[config.mk]
export PLATFORM = sky130hd
export DESIGN_NAME = inst_fetch
export DESIGN_NICKNAME = d
export VERILOG_FILES = /design/src/rtl/inst_fetch.sv
export SDC_FILE = /design/constraint.sdc
export NUM_CORES = 1
export LEC_CHECK = 0
export BUFFER_PORTS_ARGS = -buffer_cell sky130_fd_sc_hd__buf_4
export CAP_MARGIN = 15
export CORE_ASPECT_RATIO = 1.1
export CORE_MARGIN = 2
export CORE_UTILIZATION = 35
export CTS_CLUSTER_DIAMETER = 40
export DETAILED_ROUTE_END_ITERATION = 12
export PLACE_DENSITY_LB_ADDON = 0.08
export SLEW_MARGIN = 20
export SYNTH_ARGS = -nofsm -noshare
export SYNTH_HDL_FRONTEND = slang
export SYNTH_SLANG_ARGS = --single-unit
[constraint.sdc]
create_clock -name clk -period 2.25 [get_ports clk]
set_input_delay 0.1125 -clock clk [delete_from_list [all_inputs] [get_ports clk]]
set_output_delay 0.1125 -clock clk [all_outputs]
set_load 0.02 [all_outputs]
[src/rtl/inst_fetch.sv]
// Instruction fetch stage: walks the PC, issues one ICache request at a
// time and pushes one or two instructions per response into the
// instruction buffer. Redirects (flush) discard any in-flight response.
module inst_fetch #(
   parameter logic [31:0] RESET_PC = 32'hBFC00000
) (
   input  logic        clk,
   input  logic        rst,
   input  logic        flush_i,
   input  logic [31:0] flush_pc_i,
   input  logic        buffer_full_i,
   output logic        cpu_req_o,
   output logic [31:0] cpu_addr_o,
   input  logic        icache_addr_ok_i,
   input  logic        icache_data_ok_i,
   input  logic [31:0] icache_rdata1_i,
   input  logic [31:0] icache_rdata2_i,
   output logic [31:0] fetch_inst1_o,
   output logic [31:0] fetch_inst2_o,
   output logic [31:0] fetch_addr1_o,
   output logic [31:0] fetch_addr2_o,
   output logic        fetch_valid1_o,
   output logic        fetch_valid2_o
);

   localparam logic [2:0] S_IDLE    = 3'd0;
   localparam logic [2:0] S_REQ     = 3'd1;
   localparam logic [2:0] S_WAIT    = 3'd2;
   localparam logic [2:0] S_DISCARD = 3'd3;
   localparam logic [2:0] S_HOLD    = 3'd4;

   logic [2:0]  state_q, state_d;
   logic [31:0] pc_q, pc_d;
   logic [31:0] hold1_q, hold1_d;
   logic [31:0] hold2_q, hold2_d;
   logic [31:0] inst1_q, inst1_d;
   logic [31:0] inst2_q, inst2_d;
   logic [31:0] addr1_q, addr1_d;
   logic [31:0] addr2_q, addr2_d;
   logic        valid1_q, valid1_d;
   logic        valid2_q, valid2_d;

   logic        push;
   logic [31:0] src1, src2;

   assign cpu_req_o      = (state_q == S_REQ);
   assign cpu_addr_o     = pc_q;
   assign fetch_inst1_o  = inst1_q;
   assign fetch_inst2_o  = inst2_q;
   assign fetch_addr1_o  = addr1_q;
   assign fetch_addr2_o  = addr2_q;
   assign fetch_valid1_o = valid1_q;
   assign fetch_valid2_o = valid2_q;

   // Next-state, PC, hold capture and push lane selection; flush wins over everything
   always_comb begin
      state_d  = state_q;
      pc_d     = pc_q;
      hold1_d  = hold1_q;
      hold2_d  = hold2_q;
      push     = 1'b0;
      src1     = icache_rdata1_i;
      src2     = icache_rdata2_i;
      inst1_d  = inst1_q;
      inst2_d  = inst2_q;
      addr1_d  = addr1_q;
      addr2_d  = addr2_q;
      valid1_d = 1'b0;
      valid2_d = 1'b0;

      if (flush_i) begin
         pc_d = flush_pc_i;
         case (state_q)
            S_REQ:     state_d = icache_addr_ok_i ? S_DISCARD : S_IDLE;
            S_WAIT:    state_d = icache_data_ok_i ? S_IDLE : S_DISCARD;
            S_DISCARD: state_d = icache_data_ok_i ? S_IDLE : S_DISCARD;
            default:   state_d = S_IDLE;
         endcase
      end else begin
         case (state_q)
            S_IDLE: begin
               if (!buffer_full_i) state_d = S_REQ;
            end
            S_REQ: begin
               if (icache_addr_ok_i) state_d = S_WAIT;
            end
            S_WAIT: begin
               if (icache_data_ok_i) begin
                  if (buffer_full_i) begin
                     hold1_d = icache_rdata1_i;
                     hold2_d = icache_rdata2_i;
                     state_d = S_HOLD;
                  end else begin
                     push    = 1'b1;
                     state_d = S_IDLE;
                  end
               end
            end
            S_DISCARD: begin
               if (icache_data_ok_i) state_d = S_IDLE;
            end
            S_HOLD: begin
               src1 = hold1_q;
               src2 = hold2_q;
               if (!buffer_full_i) begin
                  push    = 1'b1;
                  state_d = S_IDLE;
               end
            end
            default: state_d = S_IDLE;
         endcase
      end

      if (push) begin
         valid1_d = 1'b1;
         addr1_d  = pc_q;
         if (!pc_q[2]) begin
            inst1_d  = src1;
            inst2_d  = src2;
            addr2_d  = pc_q + 32'd4;
            valid2_d = 1'b1;
            pc_d     = pc_q + 32'd8;
         end else begin
            inst1_d  = src2;
            inst2_d  = '0;
            addr2_d  = '0;
            pc_d     = pc_q + 32'd4;
         end
      end
   end

   // State, PC, hold buffer and registered push outputs
   always_ff @(posedge clk) begin
      if (rst) begin
         state_q  <= S_IDLE;
         pc_q     <= RESET_PC;
         hold1_q  <= '0;
         hold2_q  <= '0;
         inst1_q  <= '0;
         inst2_q  <= '0;
         addr1_q  <= '0;
         addr2_q  <= '0;
         valid1_q <= 1'b0;
         valid2_q <= 1'b0;
      end else begin
         state_q  <= state_d;
         pc_q     <= pc_d;
         hold1_q  <= hold1_d;
         hold2_q  <= hold2_d;
         inst1_q  <= inst1_d;
         inst2_q  <= inst2_d;
         addr1_q  <= addr1_d;
         addr2_q  <= addr2_d;
         valid1_q <= valid1_d;
         valid2_q <= valid2_d;
      end
   end

endmodule

==> results of run 1 <==
-- layout make-up --
class | count | area share (%)
Sequential cell | 229 | 31.9
Inverter | 6 | 0.157
Clock buffer | 42 | 6.77
Clock inverter | 22 | 2.22
Multi-Input combinational cell | 806 | 32.4
Tap cell | 363 | 3.16
Antenna cell | 1 | 0.0174
Timing Repair Buffer | 404 | 23.4
-- how the worst min path moves through the flow --
stage,startpoint,endpoint,slack [ps],depth (start not counted)
after floorplan,buffer_full_i,state_q[2],240,2
after global placement,flush_pc_i[28],cpu_addr_o[28],350,3
after detailed placement,flush_pc_i[28],cpu_addr_o[28],360,3
after CTS,rst,fetch_addr2_o[29],10,2
after global routing,rst,fetch_addr2_o[29],30,2
final,rst,fetch_addr2_o[29],10,2
-- cells by family (layout without fill, tap and decap cells) --
group | Yosys count | count (layout)
multiplexers | 68 | 68
AND/OR/NAND/NOR | 444 | 444
adder cells (fa/ha/maj) | 1 | 1
other | 0 | 1
buffers and inverters | 101 | 474
AO/OA/AOI/OAI | 275 | 275
XOR/XNOR | 18 | 18
flip-flops | 229 | 229
-- layer usage --
layer / part of all wire (%) / vias to the layer above
met4: 1.9 / 0
met5: 0 / -
met3: 5.7 / 44
met1: 44 / 4455
met2: 49 / 244
li1: - / 4656
-- report_power, final --
group          switching (mW)  total (mW)  internal [mW]  leakage, nW
clock network            2.03        5.95           3.92        0.629
registers              0.0770        4.19           4.11         1.85
logic                   0.425       0.862          0.438         3.03
-- critical path, cell delays in order (launching register included) --
cell and delay [ps]:
sky130_fd_sc_hd__dfxtp_1 400, sky130_fd_sc_hd__and3b_1 340, sky130_fd_sc_hd__o21ai_4 300, sky130_fd_sc_hd__or3_1 150, sky130_fd_sc_hd__buf_4 390, sky130_fd_sc_hd__inv_1 120
sky130_fd_sc_hd__a21o_1 170
-- synthesized netlist by cell type, drive strengths merged (2+ instances only) --
cell / count
clkbuf: 46
nor4: 7
nand3: 17
and3: 10
a211oi: 11
o211ai: 35
or3: 3
dfxtp: 229
mux2: 33
nand4: 8
nor2: 59
nand2: 277
nor3: 20
o21ai: 6
and4: 4
o2bb2ai: 32
xor2: 6
a21oi: 165
a2111oi: 6
o21a: 2
nand2b: 2
inv: 5
xnor2: 12
a311oi: 7
mux2i: 35
nor3b: 32
buf: 49
-- stage by stage --
stage / hold slack (ps) / total power [mW] / utilization [%] / area, um^2
final: 13.8 / 11.0 / 52.1 / 14400
after global routing: 32.3 / 11.4 / 52.1 / 14400
after CTS: 13.3 / 11.1 / 52.1 / 14400
after detailed placement: 358 / 5.00 / 43.8 / 12100
after global placement: 351 / 5.00 / 43.8 / 12100
after floorplan: 237 / 4.62 / - / 9740
-- state kept, by name (all words and copies together) (netlist names) --
signal	count
fetch_inst1_o	32
fetch_addr1_o	32
fetch_addr2_o	32
fetch_valid1_o	1
hold1_q	32
fetch_valid2_o	1
hold2_q	32
fetch_inst2_o	32
cpu_addr_o	32
state_q	3
-- cells in the final DEF (no fill, tap or decap), types with 4 or more instances in the layout --
master | Yosys | layout
sky130_fd_sc_hd__dlygate4sd3_1 | 0 | 98
sky130_fd_sc_hd__mux2_2 | 29 | 29
sky130_fd_sc_hd__buf_12 | 0 | 7
sky130_fd_sc_hd__nand4_1 | 7 | 7
sky130_fd_sc_hd__a311oi_1 | 7 | 7
sky130_fd_sc_hd__nor3_1 | 17 | 17
sky130_fd_sc_hd__xor2_1 | 6 | 6
sky130_fd_sc_hd__bufinv_16 | 0 | 7
sky130_fd_sc_hd__and3_1 | 5 | 4
sky130_fd_sc_hd__mux2_1 | 4 | 4
sky130_fd_sc_hd__xnor2_1 | 12 | 12
sky130_fd_sc_hd__o21ai_0 | 4 | 4
sky130_fd_sc_hd__clkinv_2 | 0 | 5
sky130_fd_sc_hd__nand3_1 | 17 | 16
sky130_fd_sc_hd__dfxtp_1 | 229 | 228
sky130_fd_sc_hd__nand2_1 | 277 | 277
sky130_fd_sc_hd__o211ai_1 | 35 | 35
sky130_fd_sc_hd__o2bb2ai_1 | 32 | 32
sky130_fd_sc_hd__inv_6 | 0 | 4
sky130_fd_sc_hd__nor2_1 | 57 | 57
sky130_fd_sc_hd__buf_4 | 11 | 298
sky130_fd_sc_hd__clkbuf_16 | 0 | 37
sky130_fd_sc_hd__inv_1 | 5 | 5
sky130_fd_sc_hd__and3_2 | 5 | 6
sky130_fd_sc_hd__a211oi_1 | 11 | 11
sky130_fd_sc_hd__mux2i_1 | 35 | 35
sky130_fd_sc_hd__nor4_1 | 5 | 5
sky130_fd_sc_hd__a21oi_1 | 165 | 165
sky130_fd_sc_hd__nor3b_1 | 32 | 32
==> metrics, run 1 <==
outcome completed; # setup viols final 0; Hold Vio Cnt, Final 0; remaining antenna violation count 0; r2r startpoint state_q[2]; Routability Congestion between 0.7 and 0.8; Area Growth Syn to Fin 47.7%; number of fillers in the final layout 2,660; Port Buf Inserts 264; area share of fa/ha/maj cells after synthesis 0.128%; maximum clock frequency ~500 MHz; num rows 64; number of clock buffers inserted by TritonCTS 36; half-perimeter wire length of the detailed placement result 20,300 um; total congestion overflow 0; total via count in the routed design around 9,400; share of the cycle needed by the critical path after routing 88.6%; area of the core region 27,600 um^2; endpoint of the worst-slack reg-to-reg timing path fetch_addr2_o[2]; required time at the endpoint of the critical path 2640 ps; number of max-cap violations 0; horizontal die dimension roughly 160 um; Leak Pwr 5.52 nW; crit path time final 1990 ps; Crit Path Category register to register; initial core utilization 35.2%; fraction of met1 tracks used by global routing approximately a quarter; net count of the finished layout 1,586; flip-flop and latch count after synthesis roughly 230; sort of element at the start of the critical path register; clock sink total 229; total power divided by cell area 765 nW/um^2; share of synthesized area spent on multiplexers 7.41%; Simple-Gate Fraction of Synth Area 20.8%; multi-input combinational cell area 4660 um^2; count of flip-flops with a built-in enable after synthesis 0; clock root buffer sky130_fd_sc_hd__clkbuf_16; commonest register cell after synthesis sky130_fd_sc_hd__dfxtp_1; setup slack of the critical path after layout 256 ps; post-synth top area cell sky130_fd_sc_hd__dfxtp_1; number of warnings issued by yosys 0; Placement Setup Slack slightly below 300 ps; clk_lat worst skew 510 ps; post-synthesis compound-gate area fraction 17.7%; total DRC errors in the routed layout 0; Unique masters post-synth 61; GRT Resource Usage Total 20.9%; number of H-tree levels 2; number of antenna violations at the first check in global routing 1; type of the tightest min-delay check input pin to register; depth of the worst register-to-register path 6; routed len/inst about 17 um; portion of the post-synthesis area used by sequential elements 47.1%; final number of max-transition violations 0; Max transition margin a little under half; slew at the pin closest to its max-slew limit between 700 and 800 ps; total placed cells including tap cells 1,710; first-pass GRT wire length 48,600 um; cell area after synthesis roughly 10000 um^2; clock-pin slew reported for the worst setup and hold paths after clock tree synthesis 60 ps; post-synth net total 1,239; leading post-synthesis cells by cell area sky130_fd_sc_hd__dfxtp_1, sky130_fd_sc_hd__nand2_1, sky130_fd_sc_hd__a21oi_1; DRT Wirelength ~32,000 um; maximum number of pins on one net before global-route repair 65; critical-path maximum fanout 34; FFs w/ async S/R, synth 0%; die boundary height between 150 and 200 um; TritonRoute pass-1 iters 5; largest family of logic cells by synthesized area simple AND/OR/NAND/NOR gates; number of top-level pins roughly 270; synthesized instance count 1,136; drt initial violations 471; skew final 23.6 ps; number of buffers inserted for hold repair after clock tree synthesis 98; layout cells sized above 1 27.8%; Register Area around 4600 um^2; crit path capture type register; Worst VDD drop 473 uV; TritonCTS clock tree done; Avg Vias per Cell ~5; internal reg-to-reg setup slack 260 ps; met2 Use GR between 30% and 40%; overall die area 29,200 um^2; number of standard cells in the layout, taps in and fillers out 1,873; number of global-route vias before repair 8,927; fraction of post-synthesis cell area in the top cell type by area between 40% and 50%; layer with the highest usage after global routing met2; capturing element of the worst setup path fetch_addr2_o[2]; number of gates resized after CTS 0; largest buffer count on any clock path 3; post-synthesis xor/xnor area fraction under 10%; launch point of the worst path state_q[2]; TNS Setup 0 ps; met3 usage in global routing 4.37%; per-instance average area after synthesis approximately 8.6 um^2; RSZ-0062 raised after global routing no; setup fix buffers added after clock tree synthesis 0; endpoint arrival time on the critical path between 2000 and 2500 ps
Note: power is estimated with default switching activity, not from simulation.
==> run 2, diff against run 1 <==
==> constraint.sdc (replaced) <==
create_clock -name clk -period 1.9 [get_ports clk]
set_input_delay 0.19 -clock clk [delete_from_list [all_inputs] [get_ports clk]]
set_output_delay 0.19 -clock clk [all_outputs]
set_load 0.02 [all_outputs]
==> run 2 against run 1 <==
Critical path depth increased by 1; global-route usage increased by 0.73 points; sequential power increased by 18%; combinational power increased by 29%; hold slack got worse by 2.8 ps; count of clock-buffer cells in the layout increased by 9; critical endpoint is now fetch_inst1_o[27]; highest routed layer unchanged.
==> metrics, run 2 (same netlist as run 1, synthesis figures left out) <==
outcome completed; endpoint arrival time on the critical path 2220 ps; overall die area 29,200 um^2; Top delay family on crit path buffers and inverters; most common cell after layout, fill and taps aside sky130_fd_sc_hd__buf_4; Avg Vias per Cell 4.95; clock root buffer sky130_fd_sc_hd__clkbuf_16; Worst path depth 7; TNS Setup 0 ps; Hold Crit Endpoint cpu_addr_o[17]; skew final 13.0 ps; area of the core region roughly 28,000 um^2; die boundary height around 180 um; Area Growth Syn to Fin 53.5%; final number of max-transition violations 0; setup fix buffers added after clock tree synthesis 0; Hold Path Cell Cnt 3; number of max-cap violations 0; layout cells sized above 1 31.0%; Port Buf Inserts 264; endpoint of the worst-slack reg-to-reg timing path fetch_inst1_o[27]; number of top-level pins 265; Crit Path Category register to register; required time at the endpoint of the critical path roughly 2300 ps; routed len/inst 17.2 um; number of fillers in the final layout between 2,000 and 3,000; r2r startpoint state_q[1]; GRT Resource Usage Total 21.6%; master of the slowest instance on the critical path sky130_fd_sc_hd__mux2_2; TritonRoute pass-1 iters 4; remaining antenna violation count 0; drt initial violations 554; number of global-route vias before repair ~9,000; net count of the finished layout 1,629; cells along the critical path buf_6 -> nor4b_4 -> buf_6 -> clkbuf_16 -> mux2_2 -> o211ai_1 -> a21oi_1; # setup viols final 0; maximum number of pins on one net before global-route repair 74; DRT Wirelength 32,900 um; Worst Hold Launch flush_pc_i[17]; depth of the worst register-to-register path 7; maximum clock frequency 541 MHz; Hold Vio Cnt, Final 0; WHS 11.0 ps; TritonCTS clock tree done; Routability Congestion 0.770; initial core utilization 35.2%; half-perimeter wire length of the detailed placement result 21,000 um; critical-path maximum fanout 9; horizontal die dimension 163 um; Leak Pwr 5.82 nW; clock-pin slew reported for the worst setup and hold paths after clock tree synthesis 50 ps; clock sink total 229; Worst VDD drop 614 uV; total power divided by cell area 887 nW/um^2; crit path capture type register; total via count in the routed design 9,496; first-pass GRT wire length 50,100 um; largest stage delay on the critical path 330 ps; number of H-tree levels 2; internal reg-to-reg setup slack 50 ps; sort of element at the start of the critical path register; leading cell types in the layout, fill and taps excluded sky130_fd_sc_hd__buf_4, sky130_fd_sc_hd__nand2_1, sky130_fd_sc_hd__dfxtp_1; type of the tightest min-delay check input pin to register; most used cell, CP sky130_fd_sc_hd__buf_6; Crit path buffers/inverters 3; number of clock buffers inserted by TritonCTS 37; clk_lat worst skew roughly 510 ps; Max transition margin 62.6%; total DRC errors in the routed layout 0; largest buffer count on any clock path 3; total congestion overflow 0; share of the cycle needed by the critical path after routing 97.2%; num rows 64; crit path time final 1850 ps; slew at the pin closest to its max-slew limit 562 ps; number of antenna violations at the first check in global routing 1
[run 2: cell count changes in the layout (fill, tap and decap cells not counted), sizes merged]
cell and delta:
buf +46, clkinv -5, inv -2, clkbuf +13, dlygate4sd3 -8, bufinv -1
clkinvlp +2
[run 2: how the worst max path moves through the flow]
stage                                start                end  slack [ps]
after detailed placement        state_q[1]   fetch_inst1_o[2]           7
after global placement          state_q[1]   fetch_inst1_o[5]          20
after CTS                 icache_data_ok_i     cpu_addr_o[25]           7
after global routing            state_q[2]  fetch_inst1_o[25]         -10
final                           state_q[1]  fetch_inst1_o[27]          50
after floorplan              cpu_addr_o[5]     cpu_addr_o[31]          80
[run 2: tightest hold or removal path, stage by stage]
cell and delay [ps]:
sky130_fd_sc_hd__buf_4 80, sky130_fd_sc_hd__o221ai_1 100, sky130_fd_sc_hd__a21oi_1 110
[run 2: metal layers]
metal  up-vias  global-route usage [%]  wire length (um)
li1       4745                       -                 -
met1      4450                    27.5             14500
met2       250                    36.7             15700
met3        51                    4.97              1960
met4         0                    6.08               701
met5         -                       0                 0
[run 2: report_power, final]
| group | internal (mW) | switching (mW) | total [mW] |
|---|---|---|---|
| clock | 4.80 | 2.41 | 7.20 |
| sequential | 4.87 | 0.0700 | 4.94 |
| combinational | 0.568 | 0.544 | 1.11 |
[run 2: area by class of cell]
cell class,instances,area [um^2],area share (%)
clock inverters,16,250,1.67
diodes,1,2.50,0.0167
flip-flops and latches,229,4590,30.7
repair buffers,446,3840,25.7
well taps,363,454,3.04
inverters,6,22.5,0.151
clock buffers,51,1080,7.23
multi-input cells,806,4700,31.5
[run 2: metrics by stage]
step                total power [mW]  area [um^2]  utilization [%]  std cells  worst slack [ps]
finish                          13.3        15000             54.1       1918              52.7
global route                    13.7        15000             54.1       1918             -10.2
CTS                             13.4        14800             53.6       1913              6.95
detailed placement              5.99        12500             45.3       1755              7.49
global placement                5.99        12500             45.3       1755              24.4
floorplan                       5.47         9740                -       1136              77.4
[run 2: what timing repair did]
item	in CTS	in global routing
endpoints found under the hold margin	98	0
setup endpoints to repair	1	58
pin swaps	1	3
gates resized for setup	4	13
hold buffers	90	0
cloned	1	4
==> run 3, diff against run 2 <==
--- a/config.mk
+++ b/config.mk
@@ -7,7 +7,7 @@
 export LEC_CHECK = 0
 export BUFFER_PORTS_ARGS = -buffer_cell sky130_fd_sc_hd__buf_4
 export CAP_MARGIN = 15
-export CORE_ASPECT_RATIO = 1.1
+export CORE_ASPECT_RATIO = 1.2
 export CORE_MARGIN = 2
 export CORE_UTILIZATION = 35
 export CTS_CLUSTER_DIAMETER = 40
==> run 3 against run 2 <==
Global-route usage shrank 0.16 points; total power down 1.5%; cell area is 1.9% lower; register-to-register slack better by 60 ps; critical endpoint is now cpu_addr_o[27].
==> metrics, run 3 (same netlist as run 1, synthesis figures left out) <==
clk_lat worst skew 510 ps; GRT Resource Usage Total 21.4%; sort of element at the start of the critical path input pin; Area Growth Syn to Fin 50.6%; multi-input combinational cell area about 4700 um^2; Routability Congestion 0.774; total congestion overflow 0; share of the cycle needed by the critical path after routing 95.4%; number of fillers in the final layout 2,620; maximum number of pins on one net before global-route repair 83; slew at the pin closest to its max-slew limit 441 ps; most common cell after layout, fill and taps aside sky130_fd_sc_hd__buf_4; number of top-level pins 265; # setup viols final 0; Leak Pwr 5.68 nW; skew final approximately 19 ps; final design utilization 53.8%; remaining antenna violation count 0; first-pass GRT wire length ~50,000 um; TritonRoute pass-1 iters 7; final number of max-transition violations 0; critical-path maximum fanout 8; layout cells sized above 1 29.6%; total via count in the routed design 9,488; required time at the endpoint of the critical path 2270 ps; number of H-tree levels 2; total power divided by cell area 891 nW/um^2; Crit Path Category input pin to register; DRT Wirelength 32,700 um; Max transition margin 70.6%; total DRC errors in the routed layout 0; area of the core region roughly 27,000 um^2; net count of the finished layout roughly 1,600; num rows between 60 and 70; initial core utilization between 30% and 40%; TNS Setup 0 ps; leading cell types in the layout, fill and taps excluded sky130_fd_sc_hd__buf_4, sky130_fd_sc_hd__nand2_1, sky130_fd_sc_hd__dfxtp_1; Port Buf Inserts about 260; endpoint arrival time on the critical path 2190 ps; number of max-cap violations 0; routed len/inst 17.5 um; crit path time final 1810 ps; number of clock buffers inserted by TritonCTS 37; die boundary height between 150 and 200 um; Worst VDD drop 678 uV; Register Area 4590 um^2; number of antenna violations at the first check in global routing 0; half-perimeter wire length of the detailed placement result 20,800 um; maximum clock frequency between 500 and 600 MHz; horizontal die dimension 156 um; type of the tightest min-delay check input pin to register; clock-pin slew reported for the worst setup and hold paths after clock tree synthesis 50 ps; antenna cell count 0; Hold Vio Cnt, Final 0; Avg Vias per Cell 5.08; overall die area between 20,000 and 30,000 um^2; largest buffer count on any clock path 3; clock sink total 229; clock root buffer sky130_fd_sc_hd__clkbuf_16; crit path capture type register; drt initial violations 374; TritonCTS clock tree done; number of global-route vias before repair 9,183; outcome completed; RSZ-0062 raised after global routing yes
[run 3: cell count changes in the layout (fill, tap and decap cells not counted), sizes merged]
cell         change
clkbuf           -1
clkinv           +2
clkinvlp         -3
bufinv           -1
diode            -1
buf             -22
dlygate4sd3      -1
[run 3: worst max-delay path, stage by stage]
cell and delay [ps]:
sky130_fd_sc_hd__dlygate4sd3_1 570, sky130_fd_sc_hd__buf_4 160, sky130_fd_sc_hd__and3b_2 240, sky130_fd_sc_hd__buf_4 160, sky130_fd_sc_hd__nor2_4 170, sky130_fd_sc_hd__nor4_4 70, sky130_fd_sc_hd__buf_4 160, sky130_fd_sc_hd__a2111oi_1 390
sky130_fd_sc_hd__a311oi_1 70
[run 3: worst paths after layout]
kind | endpoint | slack [ps] | startpoint | cells after the start
min | cpu_addr_o[12] | 20 | flush_pc_i[12] | 3
min reg2reg | hold1_q[19] | 450 | hold1_q[19] | 2
max | cpu_addr_o[27] | 90 | icache_data_ok_i | 9
max reg2reg | cpu_addr_o[27] | 110 | state_q[2] | 7
[run 3: layout make-up]
type	instances	share of cell area [%]
Timing Repair Buffer	421	24.7
Clock inverter	14	1.42
Tap cell	340	2.90
Sequential cell	229	31.3
Clock buffer	52	7.48
Inverter	6	0.154
Multi-Input combinational cell	806	32.0
[run 3: stage by stage]
step / power, mW / cells / hold slack (ps) / cell area [um^2] / setup WS (ps)
finish: 13.1 / 1868 / 24.7 / 14700 / 87.5
CTS: 13.2 / 1864 / 2.13 / 14500 / 2.93
floorplan: 5.47 / 1136 / 314 / 9740 / 77.4
detailed placement: 5.96 / 1709 / 437 / 12300 / -19.6
global placement: 5.96 / 1709 / 433 / 12300 / 3.19
global route: 13.5 / 1868 / 34.5 / 14700 / -8.93
[run 3: where the power goes]
| group | internal [mW] | total, mW | switching (mW) |
|---|---|---|---|
| registers | 4.87 | 4.95 | 0.0760 |
| logic | 0.535 | 1.07 | 0.536 |
| clock network | 4.70 | 7.04 | 2.35 |
[run 3: layer usage]
metal  track usage, %  share of wire, %  vias to the layer above  routed length [um]
met5                0                 0                        -                   0
met4             6.28               2.4                        0                 792
met3             4.51               5.7                       55                1850
met2             37.3                49                      267               16100
met1             26.5                43                     4467               14000
li1                 -                 -                     4699                   -
[run 3: timing repair]
item                       in CTS  in global routing
hold endpoints to repair      103                  0
gates resized for setup         1                 17
setup endpoints to repair       5                 61
cloned                          0                  2
pin swaps                       1                  3
hold buffers                   89                  0
buffers inserted                0                  2
